<file path="config.mk">
export PLATFORM = sky130hd
export DESIGN_NAME = monitor_layer_mixer
export DESIGN_NICKNAME = d
export VERILOG_FILES = /design/src/rtl/monitor_pkg.sv /design/src/rtl/layer_priority_encoder.sv /design/src/rtl/monitor_layer_mixer.sv
export SDC_FILE = /design/constraint.sdc
export NUM_CORES = 1
export LEC_CHECK = 0
export CORE_ASPECT_RATIO = 1.1
export CORE_MARGIN = 10
export CORE_UTILIZATION = 55
export DETAILED_ROUTE_END_ITERATION = 16
export GPL_TIMING_DRIVEN = 0
export PLACE_DENSITY = 0.76
export SLEW_MARGIN = 20
export SYNTH_ARGS = -nofsm -noshare
export SYNTH_HDL_FRONTEND = slang
export SYNTH_SLANG_ARGS = --single-unit
</file>
<file path="constraint.sdc">
create_clock -name i_clk -period 2.8 [get_ports i_clk]
set_input_delay 0.28 -clock i_clk [delete_from_list [all_inputs] [get_ports i_clk]]
set_output_delay 0.28 -clock i_clk [all_outputs]
set_load 0.005 [all_outputs]
</file>
<file path="src/rtl/monitor_pkg.sv">
// rtl/monitor_pkg.sv - shared helpers and default colours for the layer mixer
package monitor_pkg;

    // Address width able to hold the values 0 .. value-1, never narrower than 1 bit
    function automatic int clog2(input int value);
        int w;
        w = 0;
        while ((1 << w) < value) begin
            w++;
        end
        return (w < 1) ? 1 : w;
    endfunction

    // Default colours as per-channel saturation patterns {R,G,B}; each set bit
    // expands to an all-ones channel of whatever width the mixer is built with
    typedef logic [2:0] rgb_mask_t;

    localparam rgb_mask_t BLUE   = 3'b001;
    localparam rgb_mask_t GREEN  = 3'b010;
    localparam rgb_mask_t YELLOW = 3'b110;
    localparam rgb_mask_t RED    = 3'b100;
    localparam rgb_mask_t WHITE  = 3'b111;
    localparam rgb_mask_t BLACK  = 3'b000;

    // Channel slice positions inside a packed {R,G,B} palette word
    function automatic int red_lsb(input int color_w);
        return 2 * color_w;
    endfunction

    function automatic int green_lsb(input int color_w);
        return color_w;
    endfunction

    function automatic int blue_lsb(input int color_w);
        return 0;
    endfunction

    // Power-up colour of a palette entry; entry n_layers is the background
    function automatic rgb_mask_t default_mask(input int entry, input int n_layers);
        if (entry == n_layers) begin
            return BLACK;
        end
        case (entry)
            0:       return BLUE;
            1:       return GREEN;
            2:       return YELLOW;
            3:       return RED;
            default: return WHITE;
        endcase
    endfunction

endpackage

</file>
<file path="src/rtl/layer_priority_encoder.sv">
// rtl/layer_priority_encoder.sv - lowest-index-wins layer selector
module layer_priority_encoder
    import monitor_pkg::*;
#(
    parameter int N_LAYERS = 4
) (
    input  logic [N_LAYERS-1:0]              hit,
    output logic [clog2(N_LAYERS+1)-1:0]     winner
);

    localparam int ID_W = clog2(N_LAYERS + 1);

    // Scan from the lowest-priority layer upward so the lowest set index wins
    always_comb begin
        winner = ID_W'(N_LAYERS);
        for (int k = N_LAYERS - 1; k >= 0; k--) begin
            if (hit[k]) begin
                winner = ID_W'(k);
            end
        end
    end

endmodule

</file>
<file path="src/rtl/monitor_layer_mixer.sv">
// rtl/monitor_layer_mixer.sv - two-stage layer priority, blink and palette compositor
module monitor_layer_mixer
    import monitor_pkg::*;
#(
    parameter int N_LAYERS  = 4,
    parameter int COLOR_W   = 8,
    parameter int FRAME_W   = 6,
    parameter int BLINK_BIT = 4
) (
    input  logic                             i_clk,
    input  logic                             i_rst,
    input  logic                             i_de,
    input  logic [N_LAYERS-1:0]              i_layerHit,
    input  logic                             i_frameStart,
    input  logic [N_LAYERS-1:0]              i_blinkMask,
    input  logic                             i_palWe,
    input  logic [clog2(N_LAYERS+1)-1:0]     i_palAddr,
    input  logic [3*COLOR_W-1:0]             i_palData,
    output logic [COLOR_W-1:0]               o_Red,
    output logic [COLOR_W-1:0]               o_Green,
    output logic [COLOR_W-1:0]               o_Blue,
    output logic                             o_de,
    output logic [clog2(N_LAYERS+1)-1:0]     o_layerId
);

    localparam int ID_W  = clog2(N_LAYERS + 1);
    localparam int PIX_W = 3 * COLOR_W;
    localparam logic [ID_W-1:0] BG_ID = ID_W'(N_LAYERS);

    function automatic logic [PIX_W-1:0] expand(input rgb_mask_t m);
        return {{COLOR_W{m[2]}}, {COLOR_W{m[1]}}, {COLOR_W{m[0]}}};
    endfunction

    logic [FRAME_W-1:0]  frame_cnt;
    logic                blink_phase;
    logic [N_LAYERS-1:0] eff_hit;
    logic [ID_W-1:0]     winner;
    logic                s1_de;
    logic [ID_W-1:0]     s1_id;
    logic [PIX_W-1:0]    palette [N_LAYERS+1];
    logic [PIX_W-1:0]    s2_pix;

    // Phase comes from the pre-increment count, so a pixel sharing a cycle with
    // i_frameStart still sees the old phase
    assign blink_phase = frame_cnt[BLINK_BIT];
    assign eff_hit     = i_layerHit & ~(i_blinkMask & {N_LAYERS{blink_phase}});
    assign s2_pix      = palette[s1_id];

    layer_priority_encoder #(
        .N_LAYERS (N_LAYERS)
    ) u_prio (
        .hit    (eff_hit),
        .winner (winner)
    );

    // Frame counter, wraps naturally at 2^FRAME_W
    always_ff @(posedge i_clk) begin
        if (i_rst) begin
            frame_cnt <= '0;
        end else if (i_frameStart) begin
            frame_cnt <= frame_cnt + 1'b1;
        end
    end

    // Palette storage; out-of-range addresses are dropped, reads see the pre-write value
    always_ff @(posedge i_clk) begin
        if (i_rst) begin
            for (int k = 0; k <= N_LAYERS; k++) begin
                palette[k] <= expand(default_mask(k, N_LAYERS));
            end
        end else if (i_palWe && (32'(i_palAddr) <= 32'(N_LAYERS))) begin
            palette[i_palAddr] <= i_palData;
        end
    end

    // Stage 1: resolve winner and capture display enable
    always_ff @(posedge i_clk) begin
        if (i_rst) begin
            s1_de <= 1'b0;
            s1_id <= BG_ID;
        end else begin
            s1_de <= i_de;
            s1_id <= winner;
        end
    end

    // Stage 2: palette lookup with blanking outside the active area
    always_ff @(posedge i_clk) begin
        if (i_rst || !s1_de) begin
            o_de      <= 1'b0;
            o_layerId <= BG_ID;
            o_Red     <= '0;
            o_Green   <= '0;
            o_Blue    <= '0;
        end else begin
            o_de      <= 1'b1;
            o_layerId <= s1_id;
            o_Red     <= s2_pix[red_lsb(COLOR_W)   +: COLOR_W];
            o_Green   <= s2_pix[green_lsb(COLOR_W) +: COLOR_W];
            o_Blue    <= s2_pix[blue_lsb(COLOR_W)  +: COLOR_W];
        end
    end

endmodule

</file>
==> impl_summary.md <==
Detailed routing
For this block, the via count after detailed routing is 5291. The violation count after the first detailed-route iteration is 406. In the final routed layout, each cell accounts on average for 20.1 um. The post-detailed-route via-to-cell ratio is 5.37. The first TritonRoute pass finished after 4 iterations. The detail route stage leaves a number of antenna-violating nets equal to 0. The post-route DRC violation count is 0. The final layout contains routed wiring with a total length of 19900 um.

Timing
The clock tree skew after final layout is 0.0108 ns. The final-report hold violation count is 0. The time the worst path needs with I/O delays and setup is 2.69 ns. At the pin with the least slew margin, the transition time is 0.804 ns.

The total of endpoints with negative setup slack in the final report is 0. Headroom to the max-slew limit came out at 46.4%. Timing would allow up to 372 MHz.

The post-route fraction of the period consumed by the critical path is 96.0%. Setup repair after global routing left no endpoint under its margin. The number of slew-limit violations in the final report is 0. The final worst slack is 0.111 ns.

Floorplanning
For this configuration, the core starts out at a cell density of 56.1%. The count of standard-cell rows is 49. The die is 143 um wide. The die is 156 um tall.

The core footprint is 16400 um2. The total die area is 22400 um2. 68 I/O pins were placed.

Power and ir drop
Summing internal, switching and leakage power gives 7.19 mW. The switching portion of total power is 20.6%. The clock network fraction of design power is 38.8%. The proportion of power drawn by flip-flops and latches is 55.4%. The analysis attributes to cell leakage a power of 3.91 nW.

The worst-case IR drop observed on VDD is 0.497 mV. The net switching power is 1.48 mW. For this design the ratio of total power to cell area is 648 nW/um2. Combinational logic is responsible for 5.7% of the overall power.

The internal portion of the total power is 5.71 mW.

Placement
Prior to clock tree synthesis, the placed netlist has a worst setup slack of -0.622 ns. The count of port buffers added during placement is 67. In this run the cell area measured after placement is 10400 um2.

The wire-length estimate of the detail-placed layout is 12900 um. At the end of routability-driven placement, the weighted congestion stood at 0.759.

Yosys
Sequential cells were found to cover 70.6% of the synthesized design area. The area share of the leading cell type in the synthesized netlist is 62.5%. By count the netlist is led by sky130_fd_sc_hd__edfxtp_1, sky130_fd_sc_hd__mux2i_1, sky130_fd_sc_hd__and2_1, sky130_fd_sc_hd__o22ai_1, sky130_fd_sc_hd__nand2b_1.

The synthesized design contains 192 enable-type register cells. The area of the mapped netlist is 9220 um2. By area the synthesized netlist is led by sky130_fd_sc_hd__edfxtp_1, sky130_fd_sc_hd__mux2i_1, sky130_fd_sc_hd__dfxtp_1. After synthesis, the mean cell area works out to 15.3 um2.

By instance count, the leading cell after synthesis is sky130_fd_sc_hd__edfxtp_1. The number of library cell types mapped by synthesis is 36. The Yosys step of the flow raised 0 warnings. Counting flops with an async set or reset pin after synthesis yields a share of 0%. In the synthesized netlist the dominant register cell turns out to be sky130_fd_sc_hd__edfxtp_1.

The number of synthesized register bits is 229. The synthesized instance count is 604. sky130_fd_sc_hd__edfxtp_1 takes more of the synthesized area than any other cell.

Setup path
The worst setup path endpoint is palette[1][15]$_SDFFCE_PN1P_. Data on the critical path is required at its endpoint by 2.94 ns. The slack of the worst reg-to-reg path is 0.76 ns.

STA classifies the critical path startpoint as an input pin. The reg-to-reg critical path endpoint is o_Red[5]$_SDFF_PN0_. The top fanout value on the critical path is 24. The data arrival time of the critical path is 2.83 ns. The critical path starts at i_rst.

The type of the worst setup path is input pin to flop. The number of cell instances on the worst register-to-register path is 5. The critical path endpoint category is a flop. The worst register-to-register path begins at s1_id[2]$_SDFF_PP1_.

Global route
The total congestion overflow after global routing is 0. The number of global-route vias before repair is 5694. In the global route stage, overall resource usage came out at 17.6%.

The largest net degree at the start of global routing is 25. The number of antenna violations at the first check in global routing is 0. The first-pass GRT wire length is 30500 um.

CTS
The number of clock buffers inserted by TritonCTS is 23. TritonCTS built the clock tree. The library cell used as clock root buffer is sky130_fd_sc_hd__clkbuf_16. Once the clock tree was built, the setup fixing pass inserted 0 buffers. The clock passes through at most 3 buffers. For the worst-skew pair, the clock arrives at the later sink with an insertion delay of 0.50 ns. The total of hold buffers inserted after clock tree synthesis is 0. After clock tree synthesis, the clock-pin slew on the worst setup and hold paths is 0.06 ns. In this run the number of H-tree levels came out at 1. The clock drives 229 sinks.

Layout
Measured on the finished design, the core utilization comes to 67.5%. Once layout is done, the placed cells without fillers occupy 11100 um2. The relative area change from synthesis to final layout is 20.3%.

The fill cell instance count of the final layout is 1152. The share of cells above drive strength 1 is 7.80%. The number of antenna diodes in the final layout is 0. The net count of the finished layout is 808.

Hold path
The type of the tightest min-delay check is input pin to flop.

Run
The number of max-capacitance violations reported is 0.

Status
The flow ran to the end, and the final reports show no timing, DRC or antenna violations.
[stage by stage]
stage | std cells | TNS [ns] | hold slack (ns)
3_5_place_dp | 946 | -27.49 | 0.513
6_report | 986 | 0 | 0.364
3_3_place_gp | 946 | -19.73 | 0.490
5_1_grt | 986 | 0 | 0.383
2_1_floorplan | 675 | 0 | 0.379
4_1_cts | 986 | 0 | 0.359
[worst min path at each step]
stage	startpoint	end	slack, ns	cells past startpoint
final	i_de	s1_de$_SDFF_PP0_	0.36	2
after global routing	i_de	s1_de$_SDFF_PP0_	0.38	2
after CTS	i_de	s1_de$_SDFF_PP0_	0.36	2
after detailed placement	s1_id[2]$_SDFF_PP1_	o_layerId[2]$_SDFF_PN1_	0.51	1
after global placement	s1_id[2]$_SDFF_PP1_	o_layerId[2]$_SDFF_PN1_	0.49	1
after floorplan	i_palData[0]	palette[5][0]$_DFFE_PP_	0.38	0
[cells in the final DEF (no fill, tap or decap), types with 2 or more instances in the layout]
| master | n |
|---|---|
| sky130_fd_sc_hd__nand2b_1 | 43 |
| sky130_fd_sc_hd__or2_1 | 20 |
| sky130_fd_sc_hd__clkbuf_16 | 24 |
| sky130_fd_sc_hd__clkinv_1 | 3 |
| sky130_fd_sc_hd__conb_1 | 72 |
| sky130_fd_sc_hd__or2_2 | 8 |
| sky130_fd_sc_hd__nand4_1 | 2 |
| sky130_fd_sc_hd__nor2b_1 | 2 |
| sky130_fd_sc_hd__o22ai_1 | 48 |
| sky130_fd_sc_hd__o221ai_1 | 2 |
| sky130_fd_sc_hd__buf_4 | 2 |
| sky130_fd_sc_hd__clkbuf_1 | 24 |
| sky130_fd_sc_hd__inv_1 | 2 |
| sky130_fd_sc_hd__nand4bb_1 | 2 |
| sky130_fd_sc_hd__mux2i_1 | 97 |
| sky130_fd_sc_hd__and2_1 | 82 |
| sky130_fd_sc_hd__xor2_1 | 3 |
| sky130_fd_sc_hd__and4b_1 | 2 |
| sky130_fd_sc_hd__nor2_1 | 8 |
| sky130_fd_sc_hd__nand2_1 | 4 |
| sky130_fd_sc_hd__clkdlybuf4s50_1 | 67 |
| sky130_fd_sc_hd__dfxtp_1 | 37 |
| sky130_fd_sc_hd__edfxtp_1 | 192 |
| sky130_fd_sc_hd__buf_2 | 16 |
| sky130_fd_sc_hd__buf_6 | 2 |
| sky130_fd_sc_hd__clkbuf_2 | 2 |
[timing repair]
item	4_1_cts	5_1_grt
gates resized for setup	1	0
endpoints found under the setup margin	24	0
endpoints found under the hold margin	0	0
[per-layer routing]
layer | up-vias | share of wire, % | global-route usage, % | wire, um
met5 | - | 0 | 0 | 0
met4 | 0 | 1.4 | 4.14 | 275
met3 | 29 | 5.3 | 3.29 | 1060
met2 | 129 | 54 | 32.9 | 10800
met1 | 2655 | 39 | 20.2 | 7770
li1 | 2478 | - | - | -
[flip-flops by register name, summed over array words and instances (netlist names)]
register,count
frame_cnt,5
s1_id,3
o_de,1
s1_de,1
o_Blue,8
palette,192
o_Red,8
o_Green,8
o_layerId,3
[worst max-delay path, cell delays in order]
cell and delay [ns]:
sky130_fd_sc_hd__clkdlybuf4s50_1 0.45, sky130_fd_sc_hd__buf_4 0.21, sky130_fd_sc_hd__nor2_1 0.17, sky130_fd_sc_hd__and4b_1 0.49
sky130_fd_sc_hd__clkbuf_1 0.66, sky130_fd_sc_hd__or2_4 0.55
[power by group through the flow]
stage,Combinational [mW],Sequential (mW),Clock [mW]
after floorplan,0.216,4.03,0
after global placement,0.392,4.04,0
after detailed placement,0.410,4.06,0
after CTS,0.413,3.99,2.83
after global routing,0.451,4.00,2.97
final,0.413,3.99,2.79
[layout make-up]
type | count | area (um2) | share of cell area [%]
sequential | 229 | 6510 | 58.7
multi-input combinational | 409 | 2800 | 25.2
timing repair buffer | 67 | 671 | 6.05
clock buffer | 36 | 656 | 5.91
tap | 204 | 255 | 2.30
buffer | 35 | 176 | 1.59
clock inverter | 4 | 20.0 | 0.180
inverter | 2 | 7.51 | 0.0677
[logic make-up (layout without fill, tap and decap cells)]
group	after synthesis	after routing	synth area share, %
fa+ha+maj	1	1	0.136
compound gates	54	54	3.81
mux	97	97	10.5
other cells	1	72	0.0407
simple gates	181	181	12.6
xor+xnor	4	4	0.380
buf+inv	37	144	1.99
flops	229	229	70.6
Power figures use the tool's default switching activity.
